<file path="config.mk">
export PLATFORM = sky130hd
export DESIGN_NAME = rsa_modexp_flat
export DESIGN_NICKNAME = d
export VERILOG_FILES = /design/src/rtl/rsa_modexp_if.sv /design/src/rtl/rsa_modexp.sv /design/src/flat_wrapper.sv
export SDC_FILE = /design/constraint.sdc
export NUM_CORES = 2
export LEC_CHECK = 0
export CAP_MARGIN = 20
export CORE_MARGIN = 1.5
export CORE_UTILIZATION = 60
export CTS_BUF_LIST = sky130_fd_sc_hd__clkbuf_8 sky130_fd_sc_hd__clkbuf_16
export DETAILED_ROUTE_END_ITERATION = 12
export PLACE_DENSITY = 0.84
export SETUP_SLACK_MARGIN = 0.05
export SYNTH_ARGS = -nofsm -noshare
export SYNTH_HDL_FRONTEND = slang
export SYNTH_SLANG_ARGS = --single-unit
</file>
<file path="constraint.sdc">
create_clock -name clk -period 56.3 [get_ports clk]
set_clock_uncertainty 0.05 [all_clocks]
set_input_delay 11.26 -clock clk [delete_from_list [all_inputs] [get_ports clk]]
set_output_delay 11.26 -clock clk [all_outputs]
set_load 0.05 [all_outputs]
</file>
<file path="src/rtl/rsa_modexp_if.sv">
// Operand/result bundle for the modular-exponentiation engine.
// master drives the request side, slave is the engine.
interface rsa_modexp_if #(
    parameter int unsigned INPUTSIZE = 12
);
    logic                 start;
    logic [INPUTSIZE-1:0] base;
    logic [INPUTSIZE-1:0] exponent;
    logic [INPUTSIZE-1:0] modulus;
    logic [INPUTSIZE-1:0] result;
    logic                 busy;
    logic                 done;
    logic                 error;

    modport master (
        output start, base, exponent, modulus,
        input  result, busy, done, error
    );

    modport slave (
        input  start, base, exponent, modulus,
        output result, busy, done, error
    );
endinterface

</file>
<file path="src/rtl/rsa_modexp.sv">
// Sequential modular exponentiation, result = base^exponent mod modulus,
// using right-to-left square-and-multiply with a separate reduction cycle.
module rsa_modexp #(
    parameter int unsigned INPUTSIZE = 12
) (
    input  logic          clk,
    input  logic          rst_n,
    rsa_modexp_if.slave   bus
);
    localparam int unsigned W  = INPUTSIZE;
    localparam int unsigned PW = 2 * INPUTSIZE;

    typedef enum logic [2:0] {
        S_IDLE,
        S_PREP,
        S_CHECK,
        S_MUL,
        S_MRED,
        S_SQR,
        S_SRED
    } state_t;

    state_t          state_q, state_d;
    logic [W-1:0]    e_q, e_d;
    logic [W-1:0]    b_q, b_d;
    logic [W-1:0]    acc_q, acc_d;
    logic [W-1:0]    n_q, n_d;
    logic [PW-1:0]   prod_q, prod_d;
    logic [W-1:0]    result_q, result_d;
    logic            busy_q, busy_d;
    logic            done_q, done_d;
    logic            error_q, error_d;

    // State and datapath registers
    always_ff @(posedge clk or negedge rst_n) begin
        if (!rst_n) begin
            state_q  <= S_IDLE;
            e_q      <= '0;
            b_q      <= '0;
            acc_q    <= '0;
            n_q      <= '0;
            prod_q   <= '0;
            result_q <= '0;
            busy_q   <= 1'b0;
            done_q   <= 1'b0;
            error_q  <= 1'b0;
        end else begin
            state_q  <= state_d;
            e_q      <= e_d;
            b_q      <= b_d;
            acc_q    <= acc_d;
            n_q      <= n_d;
            prod_q   <= prod_d;
            result_q <= result_d;
            busy_q   <= busy_d;
            done_q   <= done_d;
            error_q  <= error_d;
        end
    end

    // Next-state and datapath control
    always_comb begin
        state_d  = state_q;
        e_d      = e_q;
        b_d      = b_q;
        acc_d    = acc_q;
        n_d      = n_q;
        prod_d   = prod_q;
        result_d = result_q;
        busy_d   = busy_q;
        done_d   = done_q;
        error_d  = error_q;

        case (state_q)
            S_IDLE: begin
                if (bus.start) begin
                    b_d     = bus.base;
                    e_d     = bus.exponent;
                    n_d     = bus.modulus;
                    done_d  = 1'b0;
                    error_d = 1'b0;
                    busy_d  = 1'b1;
                    state_d = S_PREP;
                end
            end

            // Zero modulus is rejected; otherwise bring base into range
            S_PREP: begin
                if (n_q == '0) begin
                    result_d = '0;
                    error_d  = 1'b1;
                    done_d   = 1'b1;
                    busy_d   = 1'b0;
                    state_d  = S_IDLE;
                end else begin
                    b_d     = W'(b_q % n_q);
                    acc_d   = W'(W'(1) % n_q);
                    state_d = S_CHECK;
                end
            end

            S_CHECK: begin
                if (e_q == '0) begin
                    result_d = acc_q;
                    done_d   = 1'b1;
                    busy_d   = 1'b0;
                    state_d  = S_IDLE;
                end else if (e_q[0]) begin
                    state_d = S_MUL;
                end else begin
                    state_d = S_SQR;
                end
            end

            S_MUL: begin
                prod_d  = PW'(acc_q) * PW'(b_q);
                state_d = S_MRED;
            end

            S_MRED: begin
                acc_d   = W'(prod_q % PW'(n_q));
                state_d = S_SQR;
            end

            S_SQR: begin
                prod_d  = PW'(b_q) * PW'(b_q);
                state_d = S_SRED;
            end

            // Squared base reduced, then the next exponent bit moves into e_q[0]
            S_SRED: begin
                b_d     = W'(prod_q % PW'(n_q));
                e_d     = e_q >> 1;
                state_d = S_CHECK;
            end

            default: begin
                state_d = S_IDLE;
            end
        endcase
    end

    assign bus.result = result_q;
    assign bus.busy   = busy_q;
    assign bus.done   = done_q;
    assign bus.error  = error_q;

endmodule

</file>
<file path="src/flat_wrapper.sv">
// flat-port wrapper written by rule: the top's interface ports become plain ports
module rsa_modexp_flat 
#(
    parameter int unsigned INPUTSIZE = 12
)
  (clk, rst_n, bus_start, bus_base, bus_exponent, bus_modulus, bus_result, bus_busy, bus_done, bus_error);
  rsa_modexp_if #(.INPUTSIZE(INPUTSIZE)) bus_i ();
  input  logic clk;
  input  logic rst_n;
  input wire logic [$bits(bus_i.start)-1:0] bus_start;
  input wire logic [$bits(bus_i.base)-1:0] bus_base;
  input wire logic [$bits(bus_i.exponent)-1:0] bus_exponent;
  input wire logic [$bits(bus_i.modulus)-1:0] bus_modulus;
  output wire logic [$bits(bus_i.result)-1:0] bus_result;
  output wire logic [$bits(bus_i.busy)-1:0] bus_busy;
  output wire logic [$bits(bus_i.done)-1:0] bus_done;
  output wire logic [$bits(bus_i.error)-1:0] bus_error;
  assign bus_i.start = bus_start;
  assign bus_i.base = bus_base;
  assign bus_i.exponent = bus_exponent;
  assign bus_i.modulus = bus_modulus;
  assign bus_result = bus_i.result;
  assign bus_busy = bus_i.busy;
  assign bus_done = bus_i.done;
  assign bus_error = bus_i.error;
  rsa_modexp #(.INPUTSIZE(INPUTSIZE)) u_core (.clk(clk), .rst_n(rst_n), .bus(bus_i));
endmodule
</file>
-- Yosys cells after proc, flatten, opt, wreduce, memory -nomap -nowiden
Cells that the tools add are included.
- register bits: 90
- multipliers: 2
- div/mod/pow operators: 3
- eq/ne operators: 10
- mux-type cells: 25
- reductions and logical operators: 17
- operator list (operator ; count):
    $mux W12 ; 6
    $pmux W12 S2 ; 3
    $mul A12 B12 Y24 ; 2
    $pmux W24 S2 ; 1
    $pmux W12 S3 ; 1
    $logic_not A12 Y1 ; 2
    $mod A24 B12 Y24 ; 1
    $pmux W3 S7 ; 1
    $mod A1 B12 Y12 const A ; 1
    $mod A12 B12 Y12 ; 1
    $reduce_bool A2 Y1 ; 5
    $eq A3 B3 Y1 const B ; 3
    $mux W3 ; 3
    $reduce_and A3 Y1 ; 3
    $eq A3 B2 Y1 const B ; 2
    $mux W1 ; 6
    $pmux W1 S3 ; 2
    $reduce_and A2 Y1 ; 3
    $reduce_bool A3 Y1 ; 2
    $ne A2 B1 Y1 const B ; 2
    $ne A2 B2 Y1 const B ; 2
    $reduce_and A4 Y1 ; 1
    $eq A3 B1 Y1 const B ; 1
    $logic_not A3 Y1 ; 1
    2 further kinds ; 2

-- Depth between registers and ports, before layout
- word-level depth: 3
- depth in mapped cells: 299
- depth with buffers taken out: 280

-- Least setup slack after synthesis
Ideal clock, no wire load.
- path type: register -> register
- start: reg u_core.n_q[0]
- end: reg u_core.b_q[7]
- arrival time: 58505 ps
- slack: -2381 ps
- stages on the path, launching flop included: 278
- path through: dfrtp_1 > clkbuf_1 > inv_1 > clkbuf_1 > clkbuf_1 > ha_1 > nand4_1 > or3_1 > a221oi_2 > ha_1 > or4_1 > nand2_1 > a21oi_1 > ha_1 > a21oi_1 > a2111oi_0 > mux2i_1 > ha_1 > [242 not listed] > a21o_1 > a21o_1 > a21oi_1 > o21bai_1 > o21a_1 > o21a_1 > o21ai_0 > nand2b_1 > a21oi_1 > o211ai_1 > nor2_1 > o21ai_0 > a2111oi_0 > o211ai_1 > or4_4 > buf_6 > and3_1 > o32a_1
- cells in the longest elaborated chain, start to end: 3
- elaborated cells on any way between the ends: 7
- those cells by class: div: 2; eq/ne: 1; mux: 2; reduce/logical: 2
- ends and longest elaborated chain (element ; RTL line ; source):
    from (decl) ; rsa_modexp.sv:27 ; logic [W-1:0] n_q, n_d;
    from (signal assigned) ; rsa_modexp.sv:52 ; n_q <= n_d;
    parallel branches: the longest is 3 deep, another holds $mod A24 B12 Y24 ; -- ;
    to (signal assigned) ; rsa_modexp.sv:39 ; b_q <= '0;
    to (signal assigned) ; rsa_modexp.sv:50 ; b_q <= b_d;
    to (decl) ; rsa_modexp.sv:25 ; logic [W-1:0] b_q, b_d;
Several ways; the timed one is not identified. The select of a mux whose other input is x is not followed.
A chain may end at the register's enable or synchronous reset.

-- Final worst setup path
- start: reg u_core.prod_q[3]
- end: reg u_core.b_q[7]
- cells in the longest elaborated chain, start to end: 2
- ends and longest elaborated chain (element ; RTL line ; source):
    from (decl) ; rsa_modexp.sv:28 ; logic [PW-1:0] prod_q, prod_d;
    from (signal assigned) ; rsa_modexp.sv:53 ; prod_q <= prod_d;
    $mod A24 B12 Y24 ; rsa_modexp.sv:132 ; b_d = W'(prod_q % PW'(n_q));
    $pmux W12 S3 ; rsa_modexp.sv:74 ; case (state_q)
Every way passes these cells.

==> metrics <==
top_reg_cell synth=dfrtp_1; I/O Pins=54; final wirelength=98400 um; slowest CP cell=or4_4; Worst Hold Class=flip-flop to flip-flop; via/cell ratio=6.58; fillcell total=3863; Clock Tree Buf Depth=2; DRT Pass-1 Iters=8; Final Cell Area=0.0349 mm^2; Final Setup Violations=0; r2r worst-path depth=265; Worst Path Required=56.51 ns; syn_nets=4697; Port Buffer Count=53; largest net degree at the start of global routing=80; CP most frequent cell=o21a_1; Post-synth EDFFs=0; Diodes inserted=0; Synth area leader=ha_1; CTS H-tree depth=3; mean post-synth cell area=7.70 um^2; synthesized area=0.0307 mm^2; Tot GR Track Use=34.8%; clock root buffer master=clkbuf_16; DIE AREA=0.0526 mm^2; GPL Wtd Cong=1.01; HP Start=u_core.bus.result[2]; largest cells by area after synthesis=ha_1 (20%), fa_1 (12%), dfrtp_1 (7.3%); DR WL/cell=20.4 um; Worst Path Arrival=55.41 ns; Slew Limit Fails=0; synthesis-stage register bit count=90; Post-Synthesis Cells=3989; first-pass GRT wire length=150000 um; NumNets Final=4862; WP depth=265; Crit path largest cell delay=0.62 ns; R2R Path Start=u_core.prod_q[3]; TritonCTS clock tree=done; Top delay family on crit path=compound AO/OA/AOI/OAI gates; Synth cell types=109; chip height=229 um; R2R setup slack=1.09 ns; count leader, synth=ha_1; Worst setup EP type=flip-flop; asr flop ratio synth=100%; remaining global-route overflow=0; Yosys top cell area share=19.9%; number of global-route vias before repair=29769; Hold Crit Depth=2; clk slew on worst S/H paths=0.08 ns; Initial DRC Count=2947; Final Hold Vio Count=0; Min-Delay Endpoint=u_core.bus.result[2]; DRC viols=0; DP Wirelength=72500 um; area of the multi-input gates=0.0279 mm^2; CP Launch Type=flip-flop; Initial Util=61.0%; Max Cap Violations=0; die width=229 um; CP Max Fanout=11; TritonCTS Buffers=9; ratio of cells with drive above 1 in the final layout=14.1%; Sequential Area=0.00225 mm^2; crit path buf inv count=14; period utilization=98.1%; warnings from Yosys=0; final core occ=69.3%; Rows=82; worst reg2reg endpoint=u_core.b_q[7]; DRT antenna net count=0; CTS Sinks=90; Tmin final=55.21 ns; initial antenna violation count=0; Highest Clock Rate=18.1 MHz; Worst Path Class, Setup=flip-flop to flip-flop; Clk Latency, worst-skew pair=0.37 ns; placed instance area=0.0328 mm^2; hold_buf cts=0; run status=completed; Tightest Pin Transition=1.05 ns; Slew headroom=29.7%; synth cell count leaders=ha_1 (489), nand2_1 (436), nor2_1 (316); via count=31774; area grow syn2layout=13.6%; Seq/Total Area, Yosys=7.33%; area of the core=0.0504 mm^2
-- cell type report --
cell class	instances	area share, %
Clock inverter	7	0.201
Clock buffer	9	0.645
Multi-Input combinational cell	3471	80.1
Sequential cell	90	6.45
Tap cell	672	2.41
Inverter	275	2.96
Timing Repair Buffer	307	7.26
-- tightest hold or removal path, stage by stage (launching register included) --
cell and delay [ns]:
dfrtp_1 0.35, nand2_1 0.05, o21ai_0 0.06
-- layer usage --
layer  track usage (%)  vias to the layer above  wire, um
met5            0.0919                        -         0
met1              44.9                    14986     39100
met3              6.01                      421      9710
met4              16.4                        0      6070
li1                  -                    14657         -
met2              56.6                     1710     43500
-- cells by family after synthesis --
kind of cell,synth area share [%]
compound gates,24.2
xor+xnor,5.95
fa+ha+maj,31.6
buf+inv,5.35
flops,7.33
mux,4.60
simple gates,20.9
-- registers in the layout (all words and copies together), names as in the netlist --
name / flops
u_core.acc_q: 12
u_core.b_q: 12
u_core.bus.busy: 1
u_core.bus.done: 1
u_core.bus.error: 1
u_core.bus.result: 12
u_core.e_q: 12
u_core.n_q: 12
u_core.prod_q: 24
u_core.state_q: 3
-- worst max path at each step --
stage / start / endpoint
6_report: u_core.prod_q[3] / u_core.b_q[7]
5_1_grt: u_core.prod_q[3] / u_core.b_q[7]
4_1_cts: u_core.prod_q[3] / u_core.b_q[7]
3_5_place_dp: u_core.prod_q[3] / u_core.b_q[6]
3_3_place_gp: u_core.prod_q[3] / u_core.b_q[2]
2_1_floorplan: u_core.n_q[0] / u_core.b_q[7]
-- through the flow --
step                setup WS, ns  instances  hold WS, ns  setup TNS, ns
global route               -1.22       4831        0.479         -27.63
detailed placement         -1.61       4724        0.425         -35.42
floorplan                 0.0968       3989        0.439              0
CTS                       0.0935       4747        0.441              0
global placement         -0.0938       4722        0.417         -0.484
finish                      1.09       4831        0.438              0
-- layout by cell type, fill, tap and decap left out, types with 132 or more instances in the layout --
master,count
a21oi_1,237
buf_4,238
fa_1,180
ha_1,471
inv_1,265
nand2_1,429
nor2_1,291
nor3_1,173
o21a_1,156
o21ai_0,173
xnor2_1,132
-- what timing repair did --
action / in CTS / in global routing
resized for setup: 31 / 209
pin swaps: 6 / 90
setup buffers: 6 / 80
endpoints found under the hold margin: 0 / 0
endpoints found under the setup margin: 24 / 24
gates cloned: 1 / 3
Power is not shown: default switching activity piles up to over one toggle a cycle in this logic, so the estimate is an artifact.
